`config.mk`:
```
export PLATFORM = sky130hd
export DESIGN_NAME = booth_radix4_multiplier_flat
export DESIGN_NICKNAME = d
export VERILOG_FILES = /design/src/rtl/booth_radix4_multiplier_if.sv /design/src/rtl/booth_radix4_multiplier.sv /design/src/flat_wrapper.sv
export SDC_FILE = /design/constraint.sdc
export NUM_CORES = 1
export LEC_CHECK = 0
export ABC_AREA = 1
export BUFFER_PORTS_ARGS = -buffer_cell sky130_fd_sc_hd__buf_2
export CAP_MARGIN = 20
export CORE_MARGIN = 10
export CORE_UTILIZATION = 55
export CTS_BUF_LIST = sky130_fd_sc_hd__clkbuf_8
export DETAILED_ROUTE_END_ITERATION = 8
export HOLD_SLACK_MARGIN = 0.03
export PLACE_DENSITY = 0.75
export SLEW_MARGIN = 20
export SYNTH_ARGS = -nofsm -noshare
export SYNTH_HDL_FRONTEND = slang
export SYNTH_SLANG_ARGS = --single-unit
```
`constraint.sdc`:
```
create_clock -name clk -period 4.1 [get_ports clk]
set_input_delay 1.025 -clock clk [delete_from_list [all_inputs] [get_ports clk]]
set_output_delay 1.025 -clock clk [all_outputs]
set_load 0.01 [all_outputs]
```
`src/rtl/booth_radix4_multiplier_if.sv`:
```
// Handshake and operand bundle for booth_radix4_multiplier.
// master: the sequencer that issues requests; slave: the multiplier.
interface booth_radix4_multiplier_if #(
  parameter int N = 8
);
  logic           start;
  logic           signed_mode;
  logic [N-1:0]   multiplicand;
  logic [N-1:0]   multiplier;
  logic [2*N-1:0] product;
  logic           done;
  logic           busy;

  modport master (
    output start, signed_mode, multiplicand, multiplier,
    input  product, done, busy
  );

  modport slave (
    input  start, signed_mode, multiplicand, multiplier,
    output product, done, busy
  );
endinterface

```
`src/rtl/booth_radix4_multiplier.sv`:
```
// Sequential radix-4 (modified) Booth multiplier.
// Retires two multiplier bits per cycle; start/done/busy handshake.
// Optional macro BOOTH_ZERO_SKIP_EN: a zero operand at accept skips the
// iteration phase and returns product 0 one cycle after accept.
module booth_radix4_multiplier #(
  parameter int N = 8
) (
  input  logic                         clk,
  input  logic                         rst,
  booth_radix4_multiplier_if.slave     bus
);

  // Operands are widened by two bits, then rounded up to an even width so
  // that the multiplier splits into whole radix-4 digits.
  localparam int W    = (((N + 2) % 2) == 0) ? (N + 2) : (N + 3);
  localparam int ITER = W / 2;
  localparam int AW   = 2 * W;
  localparam int CW   = $clog2(ITER + 1);
  localparam logic [CW-1:0] LAST_CNT = CW'(ITER - 1);

  typedef enum logic [1:0] {
    IDLE = 2'b00,
    RUN  = 2'b01,
    DONE = 2'b10
  } state_t;

  // Recode a Booth triplet {b[2i+1], b[2i], b[2i-1]} into {neg, dbl, nz}.
  function automatic logic [2:0] booth_recode(input logic [2:0] trip);
    case (trip)
      3'b000:  booth_recode = 3'b000;  //  0
      3'b001:  booth_recode = 3'b001;  // +1
      3'b010:  booth_recode = 3'b001;  // +1
      3'b011:  booth_recode = 3'b011;  // +2
      3'b100:  booth_recode = 3'b111;  // -2
      3'b101:  booth_recode = 3'b101;  // -1
      3'b110:  booth_recode = 3'b101;  // -1
      3'b111:  booth_recode = 3'b000;  //  0
      default: booth_recode = 3'b000;
    endcase
  endfunction

  state_t          state_r, state_nx_s;
  logic [AW-1:0]   a_sh_r;      // multiplicand, pre-shifted by 2i
  logic [W:0]      b_sh_r;      // {multiplier_ext, 1'b0}, shifted right by 2i
  logic [AW-1:0]   acc_r;
  logic [CW-1:0]   cnt_r;
  logic [2*N-1:0]  product_r;
  logic            done_r;
  logic            busy_r;

  logic            accept_s;
  logic            last_s;
  logic            skip_s;
  logic [AW-1:0]   a_ext_s;
  logic [W:0]      b_ext_s;
  logic [2:0]      digit_s;
  logic [AW-1:0]   mag_s;
  logic [AW-1:0]   addend_s;
  logic [AW-1:0]   sum_s;

`ifdef BOOTH_ZERO_SKIP_EN
  assign skip_s = (bus.multiplicand == {N{1'b0}}) || (bus.multiplier == {N{1'b0}});
`else
  assign skip_s = 1'b0;
`endif

  // Sign- or zero-extend the incoming operands for latching at accept.
  always_comb begin
    a_ext_s = {AW{1'b0}};
    b_ext_s = {(W + 1){1'b0}};
    if (bus.signed_mode) begin
      a_ext_s = {{(AW - N){bus.multiplicand[N-1]}}, bus.multiplicand};
      b_ext_s = {{(W - N){bus.multiplier[N-1]}}, bus.multiplier, 1'b0};
    end else begin
      a_ext_s = {{(AW - N){1'b0}}, bus.multiplicand};
      b_ext_s = {{(W - N){1'b0}}, bus.multiplier, 1'b0};
    end
  end

  // Booth partial product for the current digit; negation is ~x + carry-in.
  always_comb begin
    digit_s  = booth_recode(b_sh_r[2:0]);
    mag_s    = {AW{1'b0}};
    addend_s = {AW{1'b0}};
    if (digit_s[0]) begin
      if (digit_s[1]) begin
        mag_s = a_sh_r << 1;
      end else begin
        mag_s = a_sh_r;
      end
    end else begin
      mag_s = {AW{1'b0}};
    end
    if (digit_s[2]) begin
      addend_s = ~mag_s;
    end else begin
      addend_s = mag_s;
    end
    sum_s = acc_r + addend_s + {{(AW - 1){1'b0}}, digit_s[2]};
  end

  // Next-state logic: accept from IDLE/DONE, iterate in RUN, pulse in DONE.
  always_comb begin
    state_nx_s = state_r;
    accept_s   = 1'b0;
    last_s     = 1'b0;
    case (state_r)
      IDLE, DONE: begin
        if (bus.start) begin
          accept_s = 1'b1;
          if (skip_s) begin
            state_nx_s = DONE;
          end else begin
            state_nx_s = RUN;
          end
        end else begin
          state_nx_s = IDLE;
        end
      end
      RUN: begin
        if (cnt_r == LAST_CNT) begin
          last_s     = 1'b1;
          state_nx_s = DONE;
        end else begin
          state_nx_s = RUN;
        end
      end
      default: begin
        state_nx_s = IDLE;
      end
    endcase
  end

  // State, datapath and registered handshake outputs.
  always_ff @(posedge clk) begin
    if (rst) begin
      state_r   <= IDLE;
      a_sh_r    <= {AW{1'b0}};
      b_sh_r    <= {(W + 1){1'b0}};
      acc_r     <= {AW{1'b0}};
      cnt_r     <= {CW{1'b0}};
      product_r <= {(2 * N){1'b0}};
      done_r    <= 1'b0;
      busy_r    <= 1'b0;
    end else begin
      state_r <= state_nx_s;
      done_r  <= (state_nx_s == DONE);
      busy_r  <= (state_nx_s == RUN);
      if (accept_s) begin
        a_sh_r <= a_ext_s;
        b_sh_r <= b_ext_s;
        acc_r  <= {AW{1'b0}};
        cnt_r  <= {CW{1'b0}};
        if (skip_s) begin
          product_r <= {(2 * N){1'b0}};
        end
      end else if (state_r == RUN) begin
        a_sh_r <= a_sh_r << 2;
        b_sh_r <= b_sh_r >> 2;
        acc_r  <= sum_s;
        cnt_r  <= cnt_r + CW'(1);
        if (last_s) begin
          product_r <= sum_s[2*N-1:0];
        end
      end
    end
  end

  assign bus.product = product_r;
  assign bus.done    = done_r;
  assign bus.busy    = busy_r;

endmodule

```
`src/flat_wrapper.sv`:
```
// flat-port wrapper written by rule: the top's interface ports become plain ports
module booth_radix4_multiplier_flat 
#(
  parameter int N = 8
)
  (clk, rst, bus_start, bus_signed_mode, bus_multiplicand, bus_multiplier, bus_product, bus_done, bus_busy);
  booth_radix4_multiplier_if #(.N(N)) bus_i ();
  input  logic clk;
  input  logic rst;
  input wire logic [$bits(bus_i.start)-1:0] bus_start;
  input wire logic [$bits(bus_i.signed_mode)-1:0] bus_signed_mode;
  input wire logic [$bits(bus_i.multiplicand)-1:0] bus_multiplicand;
  input wire logic [$bits(bus_i.multiplier)-1:0] bus_multiplier;
  output wire logic [$bits(bus_i.product)-1:0] bus_product;
  output wire logic [$bits(bus_i.done)-1:0] bus_done;
  output wire logic [$bits(bus_i.busy)-1:0] bus_busy;
  assign bus_i.start = bus_start;
  assign bus_i.signed_mode = bus_signed_mode;
  assign bus_i.multiplicand = bus_multiplicand;
  assign bus_i.multiplier = bus_multiplier;
  assign bus_product = bus_i.product;
  assign bus_done = bus_i.done;
  assign bus_busy = bus_i.busy;
  booth_radix4_multiplier #(.N(N)) u_core (.clk(clk), .rst(rst), .bus(bus_i));
endmodule
```
# --- Word level (Yosys, flattened, before mapping) ---
# Memory sizes are Yosys's and may differ from the RTL's. A register that Yosys moved wholly into a read port is not among the register bits.
# Index checks and enable logic that the tools add are counted.
word_totals:
  inputBits: 20
  wordCells: 42
  mem_bits_ro: 24
  mem_count: 1
  register_bits: 74
classes:
  n_reduce_logical: 5
  n_mux: 18
  addsub: 3
  n_bitwise: 2
  eq_ne: 5
memory_table:
  columns: ["name", "depth", "width", "read_ports", "rd_ports_with_merged_regs", "write_ports", "line_no", "rtl"]
  rows:
  - ["(no name shown)", 8, 3, 1, 1, 0, "booth_radix4_multiplier.sv:29", "case (trip)"]
op_table:
  columns: ["op", "count"]
  rows:
  - ["$mux W20", 6]
  - ["$mux W11", 3]
  - ["$add A20 B1 Y20", 1]
  - ["$add A20 B20 Y20", 1]
  - ["$not A20 Y20", 1]
  - ["$mux W3", 2]
  - ["$mux W1", 5]
  - ["$eq A2 B1 Y1 const B", 2]
  - ["$eq A2 B2 Y1 const B", 2]
  - ["$pmux W2 S2", 1]
  - ["$reduce_or A2 Y1", 2]
  - ["$add A3 B1 Y3 const B", 1]
  - ["$eq A3 B3 Y1 const B", 1]
  - ["$reduce_and A3 Y1", 1]
  - ["$logic_not A2 Y1", 1]
  - ["$mux W2", 1]
  - ["$reduce_bool A2 Y1", 1]
  - ["$not A1 Y1", 1]

# --- Depth between registers and ports, before layout ---
# Gate-level depths: netlist (run 1).
depth:
  ltp_word: 6
  ltp_mapped: 18
  depth_no_buf: 17

# --- Least setup slack after synthesis (run 1) ---
# Ideal clock, no wire load.
synth_timing:
  path_type: "register to register"
  startpoint: "register u_core.digit_s[1] (netlist name)"
  endpoint: "register u_core.acc_r[8]"
  stages_incl_launch_ff: 17
  arrival_ns: 2.108
  synth_period_minus_slack_ns: 2.222
  path_slack_ns: 1.878
  required_ns: 3.987
  cell_sequence: "dfxtp_1 inv_1 clkbuf_1 o21ai_0 a21oi_1 xor2_1 fa_1 nand3_1 nand2_1 nand3_1 nand2_1 nand3_1 nand2_1 nand2_1 nand2_1 o21ai_1 inv_1"
synth_via:
  elab_chain_cells: 6
synth_lines:
  columns: ["element", "line_no", "rtl"]
  rows:
  - ["$mux W20 (*)", "booth_radix4_multiplier.sv:86", "if (digit_s[1]) begin"]
  - ["$mux W20 (*)", "booth_radix4_multiplier.sv:85", "if (digit_s[0]) begin"]
  - ["$not A20 Y20", "booth_radix4_multiplier.sv:95", "addend_s = ~mag_s;"]
  - ["$mux W20 (*)", "booth_radix4_multiplier.sv:94", "if (digit_s[2]) begin"]
  - ["$add A20 B20 Y20 (*)", "booth_radix4_multiplier.sv:99", "sum_s = acc_r + addend_s + {{(AW - 1){1'b0}}, digit_s[2]};"]
  - ["$add A20 B1 Y20 (*)", "booth_radix4_multiplier.sv:99", null]
  - ["end signal: assignment", "booth_radix4_multiplier.sv:140", "acc_r <= {AW{1'b0}};"]
  - ["end signal: assignment", "booth_radix4_multiplier.sv:152", "acc_r <= {AW{1'b0}};"]
  - ["end signal: assignment", "booth_radix4_multiplier.sv:160", "acc_r <= sum_s;"]
  - ["end: declaration", "booth_radix4_multiplier.sv:45", "logic [AW-1:0] acc_r;"]
# Mark *: on every way between the ends. The rest lies on a longest branch, timed or not.
# A chain may end at the register's enable or synchronous reset.

# --- Worst setup path after layout (run 1) ---
layout_timing:
  startpoint: "register u_core.digit_s[1] (netlist name)"
  endpoint: "register u_core.product_r[14] (netlist: u_core.bus.product[14])"
layout_via:
  elab_chain_cells: 6
layout_lines:
  columns: ["element", "line_no", "rtl"]
  rows:
  - ["$mux W20 (*)", "booth_radix4_multiplier.sv:86", null]
  - ["$mux W20 (*)", "booth_radix4_multiplier.sv:85", null]
  - ["$not A20 Y20", "booth_radix4_multiplier.sv:95", null]
  - ["$mux W20 (*)", "booth_radix4_multiplier.sv:94", null]
  - ["$add A20 B20 Y20 (*)", "booth_radix4_multiplier.sv:99", null]
  - ["$add A20 B1 Y20 (*)", "booth_radix4_multiplier.sv:99", null]
  - ["end signal: assignment", "booth_radix4_multiplier.sv:142", "product_r <= {(2 * N){1'b0}};"]
  - ["end signal: assignment", "booth_radix4_multiplier.sv:155", "product_r <= {(2 * N){1'b0}};"]
  - ["end signal: assignment", "booth_radix4_multiplier.sv:163", "product_r <= sum_s[2*N-1:0];"]
  - ["end: declaration", "booth_radix4_multiplier.sv:47", "logic [2*N-1:0] product_r;"]
# Marked as above.

==> impl_results.md, run 1 <==
- Class of the most critical hold timing path: reg -> reg
- Total via count after detailed routing: 3496
- Placement Rows: 30
- Clock-pin slew of the registers on the worst-case setup and hold paths: 80 ps
- Unique cell type count in the Yosys netlist: 34
- Resize count post-CTS: 0
- Final Cycle Share: 66.3%
- Critical path launch point type: flip-flop
- Clock latency on the worst-skew pair: 340 ps
- Die Width: 103 um
- Post-synth net total: approximately 590
- Post-Layout Inst Area: 4240 um^2
- Yosys top cell area share: between 30% and 40%
- Clock tree from TritonCTS: built
- Estimated wirelength of the detail-placed design: around 7000 um
- Sort of element at the end of the critical path: flip-flop
- Max-slew violation count: 0
- Sequential area share after synthesis: 35.5%
- Setup repair after global routing missed its margin: false
- Reported leakage power: 2.10 nW
- Hold buffer count at CTS: 0
- Number of top-level pins: 38
- PwrDens: 383 nW/um^2
- Detailed Routing Iterations Pass 1: 4
- Setup-violating endpoint count in the final report: 0
- Combinational Power Share: 21.0%
- GRT Residual Overflow: 0
- Clock root buffer: sky130_fd_sc_hd__clkbuf_8
- Most frequent cells in the layout: sky130_fd_sc_hd__nand2_1 (98), sky130_fd_sc_hd__nor2_1 (75), sky130_fd_sc_hd__dfxtp_1 (68), sky130_fd_sc_hd__inv_1 (67), sky130_fd_sc_hd__o21ai_0 (48)
- FF+latch area: 1360 um^2
- Combined area of the multi-input logic cells: ~2100 um^2
- Aggregate negative setup slack: 0 ps
- Highest metal layer with signal wires: met4
- Fin crit period: roughly 2700 ps
- Number of sinks driven by the clock tree: 68
- Worst slew pin tran: 948 ps
- Amount of wire on met2 after detailed routing: 4200 um
- Starting Density: between 50% and 60%
- Fraction of power spent switching nets: 32.4%
- Largest cells by area after synthesis: sky130_fd_sc_hd__dfxtp_1 (36%), sky130_fd_sc_hd__nand2_1 (9.6%), sky130_fd_sc_hd__nor2_1 (7.3%), sky130_fd_sc_hd__inv_1 (6.5%), sky130_fd_sc_hd__o21ai_0 (6.3%)
- Count of fill cells added during filler insertion: 645
- Hold Fails Final Rpt: 0
- Final #Nets: 617
- Core region area: 6790 um^2
- Most common cell after layout, fill and taps aside: sky130_fd_sc_hd__nand2_1
- Post-Synthesis Cell Area: 3830 um^2
- Routed length on met1: 4470 um
- Peak supply drop: 0.231 mV
- Wirelength, routed: between 9000 and 10000 um
- Clock buffer count from CTS: 9
- Slew margin rel.: 36.6%
- Fraction of final layout cells with drive strength greater than 1: about an eighth
- Placement Cell Area: 4050 um^2
- Portion of total power attributed to sequential cells: a little under half
- Total of buffers placed on input and output ports: 37
- Largest driver fanout on the critical path: 21
- Critical path class: reg -> reg
- Required time at the worst-slack endpoint: 4350 ps
- Clock Path Buffers: 2
- Count of unresolved DRC violations after routing: 0
- Arrival time of data at the critical path endpoint: 2970 ps
- Deepest level of the CTS H-tree: 3
- First DRT Iteration DRCs: approximately 160
- Run status: finished clean
- Antenna violations before repair: 0
- Area of the die: 10700 um^2
- Maximum clock skew at final layout: 8.27 ps
- Highest clock rate: roughly 0.37 GHz
- Cell type with the largest total area after synthesis: sky130_fd_sc_hd__dfxtp_1
- GR Util All Layers: 18.1%
- Internal Pwr Total: around 1.1 mW
- Routed wire length per instance: between 10 and 15 um
- Number of instances in the synthesized netlist: 550
- Total of flip-flops plus latches after synthesis: roughly 70
- Switching component of the power: between 0.5 and 0.6 mW
- Diodes inserted: 0
- Global-route wire length before repair: 15500 um
- Via-per-instance ratio: about 5.1
- Number of nets with antenna violations after detailed routing: 0
- Vertical die dimension: between 100 and 150 um
- Sum of met3 wire segment lengths after detailed routing: 296 um
- Synth warnings: 0
- Setup bufs post-CTS: 0
- Average instance area after synthesis: 6.97 um^2
- Placer congestion estimate: 0.872
- Synthesis-to-finish area growth: 10.7%
- Vias in the first global route: 3278
- Clock share of power: approximately 34%
- Largest net degree at the start of global routing: 32
- Number of max-cap violations: 0
==> final cells by class <==
| type | count | area share (%) |
|---|---|---|
| Clock buffer | 9 | 2.92 |
| Multi-Input combinational cell | 386 | 49.1 |
| Inverter | 72 | 6.37 |
| Clock inverter | 7 | 1.62 |
| Sequential cell | 68 | 32.1 |
| Timing Repair Buffer | 41 | 5.07 |
| Tap cell | 96 | 2.83 |
==> layer usage <==
metal,track usage (%),up-vias
met3,3.39,15
met5,0,-
met1,23.4,1571
met4,6.42,0
li1,-,1846
met2,29.4,64
==> cell usage after synthesis <==
master                     count
sky130_fd_sc_hd__nor4_1        1
sky130_fd_sc_hd__xor2_1       20
sky130_fd_sc_hd__inv_2         6
sky130_fd_sc_hd__o211ai_1      7
sky130_fd_sc_hd__buf_1         1
sky130_fd_sc_hd__nand4_1       1
sky130_fd_sc_hd__nand3_2       2
sky130_fd_sc_hd__nand2_1      98
sky130_fd_sc_hd__a221oi_1      9
sky130_fd_sc_hd__o21ai_0      48
sky130_fd_sc_hd__buf_2        16
sky130_fd_sc_hd__a21o_1        2
sky130_fd_sc_hd__nand2_2       7
sky130_fd_sc_hd__inv_1        66
sky130_fd_sc_hd__o31ai_1       1
sky130_fd_sc_hd__and2_1        1
sky130_fd_sc_hd__buf_4         2
sky130_fd_sc_hd__nand3_1      31
sky130_fd_sc_hd__o221ai_1      3
sky130_fd_sc_hd__nand2_4       2
sky130_fd_sc_hd__o21ai_1       4
sky130_fd_sc_hd__nor2_4        1
sky130_fd_sc_hd__a21oi_1      36
sky130_fd_sc_hd__a22oi_1       1
sky130_fd_sc_hd__nor3_1        3
sky130_fd_sc_hd__o21bai_1      2
sky130_fd_sc_hd__nor2_1       75
sky130_fd_sc_hd__fa_1          1
sky130_fd_sc_hd__clkbuf_1      5
sky130_fd_sc_hd__dfxtp_1      68
sky130_fd_sc_hd__nand3b_1      4
sky130_fd_sc_hd__ha_1         18
sky130_fd_sc_hd__a31oi_1       6
sky130_fd_sc_hd__xnor2_1       2
==> power by group through the flow <==
stage,logic (mW),registers [mW],clock network [mW]
6_report,0.342,0.734,0.552
5_1_grt,0.393,0.741,0.581
4_1_cts,0.341,0.734,0.554
3_5_place_dp,0.338,0.749,0
3_3_place_gp,0.334,0.748,0
2_1_floorplan,0.278,0.733,0
==> cell families (layout without fill, tap and decap cells) <==
| kind of cell | Yosys count | count (layout) | synth area share [%] |
|---|---|---|---|
| XOR/XNOR | 22 | 22 | 5.03 |
| flip-flops | 68 | 68 | 35.5 |
| buffers and inverters | 96 | 129 | 10.1 |
| adder cells (fa/ha/maj) | 19 | 19 | 6.40 |
| AND/OR/NAND/NOR | 226 | 226 | 25.2 |
| AO/OA/AOI/OAI | 119 | 119 | 17.8 |
==> metrics by stage <==
step                      cells  util [%]  power (mW)  setup slack, ps  hold slack (ps)
after floorplan             550         -        1.01             1880              435
after CTS                   679      62.5        1.63             1370              459
final                       679      62.5        1.63             1380              459
after global placement      663      59.6        1.08             1350              445
after detailed placement    663      59.6        1.09             1380              450
after global routing        679      62.5        1.72             1060              480
==> worst paths after layout <==
path | startpoint | end | slack, ps | depth (start not counted)
worst max-delay path | u_core.digit_s[1]$_DFF_P_ | u_core.bus.product[14]$_SDFFE_PP0P_ | 1380 | 16
worst min-delay path | u_core.bus.product[2]$_SDFFE_PP0P_ | u_core.bus.product[2]$_SDFFE_PP0P_ | 460 | 2
worst max register to register | u_core.digit_s[1]$_DFF_P_ | u_core.bus.product[14]$_SDFFE_PP0P_ | 1380 | 16
worst min register to register | u_core.bus.product[2]$_SDFFE_PP0P_ | u_core.bus.product[2]$_SDFFE_PP0P_ | 460 | 2
==> sequential cells by signal (all words and copies together) (netlist names) <==
signal / cells
u_core.bus.busy: 1
u_core.b_sh_r: 10
u_core.a_sh_r: 16
u_core.bus.done: 1
u_core.bus.product: 16
u_core.cnt_r: 3
u_core.state_r: 2
u_core.acc_r: 16
u_core.digit_s: 3
==> critical path, stage by stage, from the launching register on <==
cell and delay [ps]:
sky130_fd_sc_hd__dfxtp_1 310, sky130_fd_sc_hd__buf_4 190, sky130_fd_sc_hd__inv_1 260, sky130_fd_sc_hd__o21ai_0 120
sky130_fd_sc_hd__a21oi_1 170, sky130_fd_sc_hd__xor2_1 240, sky130_fd_sc_hd__ha_1 330, sky130_fd_sc_hd__a21oi_1 300
sky130_fd_sc_hd__nor2_1 70, sky130_fd_sc_hd__nor2_1 110, sky130_fd_sc_hd__nand3_1 140, sky130_fd_sc_hd__nand2_1 100
sky130_fd_sc_hd__nand2_1 50, sky130_fd_sc_hd__nand2_1 70, sky130_fd_sc_hd__nand3_1 70, sky130_fd_sc_hd__nand2_1 70
sky130_fd_sc_hd__inv_1 30
Note: power is estimated with default switching activity, not from simulation.
==> run 2: changes to the inputs <==
--- a/config.mk
+++ b/config.mk
@@ -13,7 +13,7 @@
 export CTS_BUF_LIST = sky130_fd_sc_hd__clkbuf_8
 export DETAILED_ROUTE_END_ITERATION = 8
 export HOLD_SLACK_MARGIN = 0.03
-export PLACE_DENSITY = 0.75
+export PLACE_DENSITY = 0.78
 export SLEW_MARGIN = 20
 export SYNTH_ARGS = -nofsm -noshare
 export SYNTH_HDL_FRONTEND = slang
==> constraint.sdc (replaced) <==
create_clock -name clk -period 2.4 [get_ports clk]
set_input_delay 0.6 -clock clk [delete_from_list [all_inputs] [get_ports clk]]
set_output_delay 0.6 -clock clk [all_outputs]
set_load 0.01 [all_outputs]
==> run 2 against run 1 <==
  * Combinational power up 110%
  * Hold slack better by 0.63 ps
  * Clock skew up 2.2 ps
  * Register-to-register slack worse by 1300 ps
  * Critical path depth shrank 2
  * Power is 75% higher
  * Critical endpoint is now u_core.acc_r[8]$_SDFFE_PP0N_
  * Largest cell class unchanged
  * Highest routed layer unchanged
==> impl_results.md, run 2 (synthesis results as in run 1) <==
- Reg2reg end: u_core.acc_r[8]$_SDFFE_PP0N_
- Arrival time of data at the critical path endpoint: 2600 ps
- Endpoint of the worst hold-timing path: u_core.bus.product[2]$_SDFFE_PP0P_
- Run status: finished clean
- Placed Cells: 679
- Setup-violating endpoint count in the final report: 0
- Die Width: between 100 and 150 um
- Critical path launch point type: flip-flop
- Sort of element at the end of the critical path: flip-flop
- Deepest level of the CTS H-tree: 3
- Vias in the first global route: 3364
- Largest driver fanout on the critical path: 5
- Clock latency on the worst-skew pair: about 360 ps
- Worst slew pin tran: 407 ps
- Slew margin rel.: around 73%
- R2r setup slk: 60 ps
- Detailed Routing Iterations Pass 1: 7
- Most common cell after layout, fill and taps aside: sky130_fd_sc_hd__nand2_1
- Routed wire length per instance: between 10 and 15 um
- Fin crit period: 2340 ps
- Global-route wire length before repair: roughly 15000 um
- Placement Rows: 30
- Required time at the worst-slack endpoint: 2660 ps
- Clock tree from TritonCTS: built
- Number of top-level pins: 38
- Count of unresolved DRC violations after routing: 0
- Starting Density: 56.4%
- Number of nets with antenna violations after detailed routing: 0
- Path depth of the worst reg2reg path: 14
- First DRT Iteration DRCs: 165
- Class of the most critical hold timing path: reg -> reg
- GRT Residual Overflow: 0
- Hold Fails Final Rpt: 0
- Max-slew violation count: 0
- Number of max-cap violations: 0
- Critical path class: reg -> reg
- Clock buffer count from CTS: 9
- Fraction of final layout cells with drive strength greater than 1: around 22%
- Number of non-filler instances in the completed layout: a little over 700
- Core region area: 6790 um^2
- Clock root buffer: sky130_fd_sc_hd__clkbuf_8
- Highest clock rate: approximately 0.43 GHz
- Final #Nets: around 640
- Hold-critical path depth: 2
- Vertical die dimension: 103 um
- Clock Path Buffers: 2
- Estimated wirelength of the detail-placed design: 6830 um
- Area of the die: 10700 um^2
- Via-per-instance ratio: approximately 5.2
- Count of fill cells added during filler insertion: slightly below 600
- Reported leakage power: about 2.2 nW
- Total of buffers placed on input and output ports: 37
- Peak supply drop: between 0.3 and 0.4 mV
- Aggregate negative setup slack: 0 ps
- GR Util All Layers: 17.9%
- Critical R2R Launch: u_core.digit_s[1]$_DFF_P_
- PwrDens: 621 nW/um^2
- Placer congestion estimate: 0.899
- Clock-pin slew of the registers on the worst-case setup and hold paths: 80 ps
- Antenna violations before repair: 0
- Largest net degree at the start of global routing: 26
- Maximum clock skew at final layout: between 10 and 15 ps
- Final Cycle Share: between 90 and 100%
- Synthesis-to-finish area growth: 19.6%
- Diodes inserted: 0
- Setup repair after global routing missed its margin: true
- Most frequent cells in the layout: sky130_fd_sc_hd__nand2_1 (90), sky130_fd_sc_hd__nor2_1 (73), sky130_fd_sc_hd__inv_1 (66), sky130_fd_sc_hd__dfxtp_1 (66), sky130_fd_sc_hd__o21ai_0 (44)
- Wirelength, routed: 9730 um
- Number of sinks driven by the clock tree: 68
- Total via count after detailed routing: 3665
- Hold_sp: u_core.bus.product[2]$_SDFFE_PP0P_
-- run 2: power by group --
group / internal (mW) / leakage, nW / switching (mW)
logic: 0.281 / 1.60 / 0.434
clock network: 0.380 / 0.0837 / 0.497
registers: 1.20 / 0.557 / 0.0563
-- run 2: area by class of cell --
| cell class | count | area [um^2] | share of cell area (%) |
|---|---|---|---|
| well taps | 96 | 120 | 2.62 |
| repair buffers | 68 | 425 | 9.27 |
| multi-input cells | 386 | 2220 | 48.5 |
| clock buffers | 9 | 124 | 2.70 |
| clock inverters | 7 | 52.6 | 1.15 |
| flip-flops and latches | 68 | 1370 | 29.8 |
| inverters | 72 | 273 | 5.95 |
-- run 2: routing by layer --
metal	vias to the layer above	routed length, um	GRT usage [%]
met5	-	0	0
met4	0	193	8.45
met3	16	500	3.46
met2	89	4630	30.5
met1	1664	4410	21.2
li1	1896	-	-
-- run 2: how the worst max path moves through the flow --
stage | depth (start not counted) | endpoint | start | slack [ps]
2_1_floorplan | 16 | u_core.acc_r[8]$_SDFFE_PP0N_ | u_core.digit_s[1]$_DFF_P_ | 180
3_3_place_gp | 13 | u_core.acc_r[13]$_SDFFE_PP0N_ | u_core.digit_s[0]$_DFF_P_ | -20
3_5_place_dp | 14 | u_core.acc_r[8]$_SDFFE_PP0N_ | u_core.digit_s[0]$_DFF_P_ | -70
4_1_cts | 14 | u_core.acc_r[13]$_SDFFE_PP0N_ | u_core.digit_s[1]$_DFF_P_ | 1
5_1_grt | 14 | u_core.bus.product[15]$_SDFFE_PP0P_ | u_core.digit_s[1]$_DFF_P_ | -100
6_report | 14 | u_core.acc_r[8]$_SDFFE_PP0N_ | u_core.digit_s[1]$_DFF_P_ | 60
-- run 2: metrics by stage --
step / hold slack, ps / area (um^2) / setup WS, ps / power [mW] / util [%]
detailed placement: 450 / 4170 / -67.1 / 1.89 / 61.4
finish: 460 / 4590 / 61.0 / 2.85 / 67.5
floorplan: 435 / 3830 / 178 / 1.73 / -
global placement: 446 / 4170 / -17.1 / 1.87 / 61.4
CTS: 463 / 4350 / 1.14 / 2.76 / 64.0
global route: 478 / 4590 / -98.5 / 2.99 / 67.5
-- run 2: worst max-delay path, stage by stage, from the launching register on --
cell and delay [ps]:
sky130_fd_sc_hd__dfxtp_4 380, sky130_fd_sc_hd__buf_6 130, sky130_fd_sc_hd__o211ai_1 180, sky130_fd_sc_hd__xor2_1 240, sky130_fd_sc_hd__ha_1 330, sky130_fd_sc_hd__a21oi_2 210
sky130_fd_sc_hd__nand2_2 100, sky130_fd_sc_hd__nand3_1 80, sky130_fd_sc_hd__nand2_1 90, sky130_fd_sc_hd__nand3_1 110, sky130_fd_sc_hd__nand2_1 60, sky130_fd_sc_hd__nand2_1 50
sky130_fd_sc_hd__nand2_1 80, sky130_fd_sc_hd__o21ai_1 130, sky130_fd_sc_hd__inv_1 50
-- run 2: timing repair --
| item | CTS | global route |
|---|---|---|
| pin swaps | 0 | 29 |
| setup buffers | 0 | 9 |
| gates cloned | 0 | 2 |
| hold buffers | 0 | 0 |
| endpoints found under the setup margin | 13 | 22 |
| resized for setup | 2 | 45 |
==> run 3: changes to the inputs <==
--- a/config.mk
+++ b/config.mk
@@ -13,7 +13,7 @@
 export CTS_BUF_LIST = sky130_fd_sc_hd__clkbuf_8
 export DETAILED_ROUTE_END_ITERATION = 8
 export HOLD_SLACK_MARGIN = 0.03
-export PLACE_DENSITY = 0.78
+export PLACE_DENSITY = 0.77
 export SLEW_MARGIN = 20
 export SYNTH_ARGS = -nofsm -noshare
 export SYNTH_HDL_FRONTEND = slang
==> run 3 against run 2 <==
  * Wire length increased by 1.2%
  * Utilization about the same
  * Register-to-register slack improved by 50 ps
  * Fmax increased by 2.1%
  * Critical path type unchanged
  * Critical endpoint is now u_core.bus.product[14]$_SDFFE_PP0P_
==> impl_results.md, run 3 (synthesis results as in run 1) <==
- Run status: finished clean
- Final Cycle Share: 95.5%
- Total via count after detailed routing: about 3.7k
- Fraction of power spent switching nets: 32.5%
- Diodes inserted: 0
- Via-per-instance ratio: 5.26
- Number of sinks driven by the clock tree: 68
- PnR worst setup slack: 109 ps
- Combinational Power Share: 24.4%
- Post-Layout Inst Area: 4580 um^2
- Fin crit period: between 2000 and 2500 ps
- Deepest level of the CTS H-tree: 3
- Reg2reg end: u_core.bus.product[14]$_SDFFE_PP0P_
- Peak supply drop: around 0.36 mV
- Portion of total power attributed to sequential cells: around 43%
- Synthesis-to-finish area growth: 19.6%
- Estimated wirelength of the detail-placed design: 7000 um
- Die Width: just over 100 um
- Class of the most critical hold timing path: reg -> reg
- Internal Pwr Total: slightly below 2 mW
- Largest net degree at the start of global routing: 24
- Highest metal layer with signal wires: met4
- Number of nets with antenna violations after detailed routing: 0
- Sort of element at the end of the critical path: flip-flop
- Starting Density: 56.4%
- Number of top-level pins: 38
- Final #Nets: 641
- Critical path class: reg -> reg
- Highest clock rate: roughly 0.44 GHz
- Hold buffer count at CTS: 0
- Sum of met3 wire segment lengths after detailed routing: between 500 and 600 um
- Reported leakage power: 2.24 nW
- Area of the die: ~11000 um^2
- Placer congestion estimate: 0.912
- Largest driver fanout on the critical path: 5
- Clock Path Buffers: 2
- Global-route wire length before repair: about 16000 um
- Routed length on met1: around 4300 um
- Clock root buffer: sky130_fd_sc_hd__clkbuf_8
- Maximum clock skew at final layout: 7.69 ps
- GRT Residual Overflow: 0
- First DRT Iteration DRCs: 140
- Setup repair after global routing missed its margin: true
- Total of buffers placed on input and output ports: 37
- Core region area: 6790 um^2
- Clock tree from TritonCTS: built
- Critical R2R Launch: u_core.digit_s[1]$_DFF_P_
- PwrDens: 641 nW/um^2
- Worst setup path endpoint: u_core.bus.product[14]$_SDFFE_PP0P_
- Vias in the first global route: 3511
- Path depth of the worst reg2reg path: 15
- Routed wire length per instance: around 14 um
- Most common cell after layout, fill and taps aside: sky130_fd_sc_hd__nand2_1
- Hold Fails Final Rpt: 0
- Arrival time of data at the critical path endpoint: 2550 ps
- Count of unresolved DRC violations after routing: 0
- Clock share of power: 33.0%
- Critical path launch point type: flip-flop
- Antenna violations before repair: 0
- Vertical die dimension: 103 um
- Most frequent cells in the layout: sky130_fd_sc_hd__nand2_1 (85), sky130_fd_sc_hd__nor2_1 (75), sky130_fd_sc_hd__dfxtp_1 (66), sky130_fd_sc_hd__inv_1 (65), sky130_fd_sc_hd__o21ai_0 (42)
- Placement Cell Area: 4180 um^2
- Post-route total power: 2.94 mW
- GR Util All Layers: 18.7%
- Number of max-cap violations: 0
- Fraction of final layout cells with drive strength greater than 1: 21.8%
- Worst slew pin tran: 398 ps
- Switching component of the power: 0.956 mW
- Worst slack at placement: -17.8 ps
- Required time at the worst-slack endpoint: ~2700 ps
- Wirelength, routed: 9850 um
- Detailed Routing Iterations Pass 1: 4
- Clock-pin slew of the registers on the worst-case setup and hold paths: 80 ps
- Max-slew violation count: 0
- Clock latency on the worst-skew pair: between 300 and 400 ps
- Clock buffer count from CTS: 9
- Setup-violating endpoint count in the final report: 0
- R2r setup slk: 110 ps
- Placement Rows: 30
- Slew margin rel.: 73.4%
- Amount of wire on met2 after detailed routing: 4800 um
- Hold_sp: u_core.bus.product[2]$_SDFFE_PP0P_
- Startpoint of the most critical setup path: u_core.digit_s[1]$_DFF_P_
==> run 3: cell types whose count changed in the layout (fill, tap and decap cells not counted), moves of 2 or more <==
cell                      before  now
sky130_fd_sc_hd__nand2_2      14   20
sky130_fd_sc_hd__nand2_1      90   85
sky130_fd_sc_hd__buf_4        29   25
sky130_fd_sc_hd__a21oi_2       7    4
sky130_fd_sc_hd__a21oi_1      29   31
sky130_fd_sc_hd__nand3_1      29   27
sky130_fd_sc_hd__nand3_2       4    6
sky130_fd_sc_hd__nor2_1       73   75
sky130_fd_sc_hd__nor2_2        2    0
sky130_fd_sc_hd__o21ai_0      44   42
==> run 3: area by class of cell <==
cell class	instances	area, um^2
sequential	68	1370
multi-input combinational	386	2210
fill	584	2210
inverter	72	275
timing repair buffer	65	409
tap	96	120
clock inverter	5	62.6
clock buffer	10	138
==> run 3: how the worst min path moves through the flow <==
stage / slack, ps / cells after the start / endpoint
final: 470 / 2 / u_core.bus.product[2]$_SDFFE_PP0P_
after global routing: 490 / 2 / u_core.bus.product[3]$_SDFFE_PP0P_
after CTS: 470 / 2 / u_core.bus.product[2]$_SDFFE_PP0P_
after detailed placement: 460 / 2 / u_core.bus.product[6]$_SDFFE_PP0P_
after global placement: 450 / 2 / u_core.cnt_r[2]$_SDFFE_PP0N_
after floorplan: 430 / 2 / u_core.cnt_r[2]$_SDFFE_PP0N_
==> run 3: critical path, stage by stage, from the launching register on <==
cell                       delay, ps
sky130_fd_sc_hd__dfxtp_4         380
sky130_fd_sc_hd__buf_2           150
sky130_fd_sc_hd__o211ai_1        230
sky130_fd_sc_hd__xor2_1          260
sky130_fd_sc_hd__ha_2            360
sky130_fd_sc_hd__buf_4           150
sky130_fd_sc_hd__nand2_1          60
sky130_fd_sc_hd__nor2_1           40
sky130_fd_sc_hd__nand3_1          70
sky130_fd_sc_hd__nand3_2         110
sky130_fd_sc_hd__nand2_2          90
sky130_fd_sc_hd__nand2_1          50
sky130_fd_sc_hd__nand2_1          70
sky130_fd_sc_hd__nand3_1          70
sky130_fd_sc_hd__nand2_1          70
sky130_fd_sc_hd__inv_1            30
==> run 3: timing repair <==
action                     4_1_cts  5_1_grt
resized for setup                1       48
pin swaps                        0       17
gates cloned                     0        2
setup endpoints to repair        6       22
buffers inserted                 0        7
==> run 3: power by group through the flow <==
stage,combinational [mW],clock [mW],sequential [mW]
after floorplan,0.474,0,1.25
after global placement,0.608,0,1.27
after detailed placement,0.620,0,1.27
after CTS,0.627,0.982,1.25
after global routing,0.799,1.03,1.26
final,0.717,0.971,1.25
==> run 3: per-layer routing <==
layer  track usage (%)  up-vias
li1                  -     1895
met1              22.2     1682
met2              32.1       98
met3              3.92       20
met4              7.81        0
met5                 0        -
==> run 3: through the flow <==
step                      util, %  TNS, ps  hold slack [ps]  instances
after global routing         67.5     -448              488        702
after detailed placement     61.5    -34.5              459        678
final                        67.5        0              468        702
after CTS                    64.4        0              469        693
after floorplan                 -        0              435        550
after global placement       61.5        0              446        678
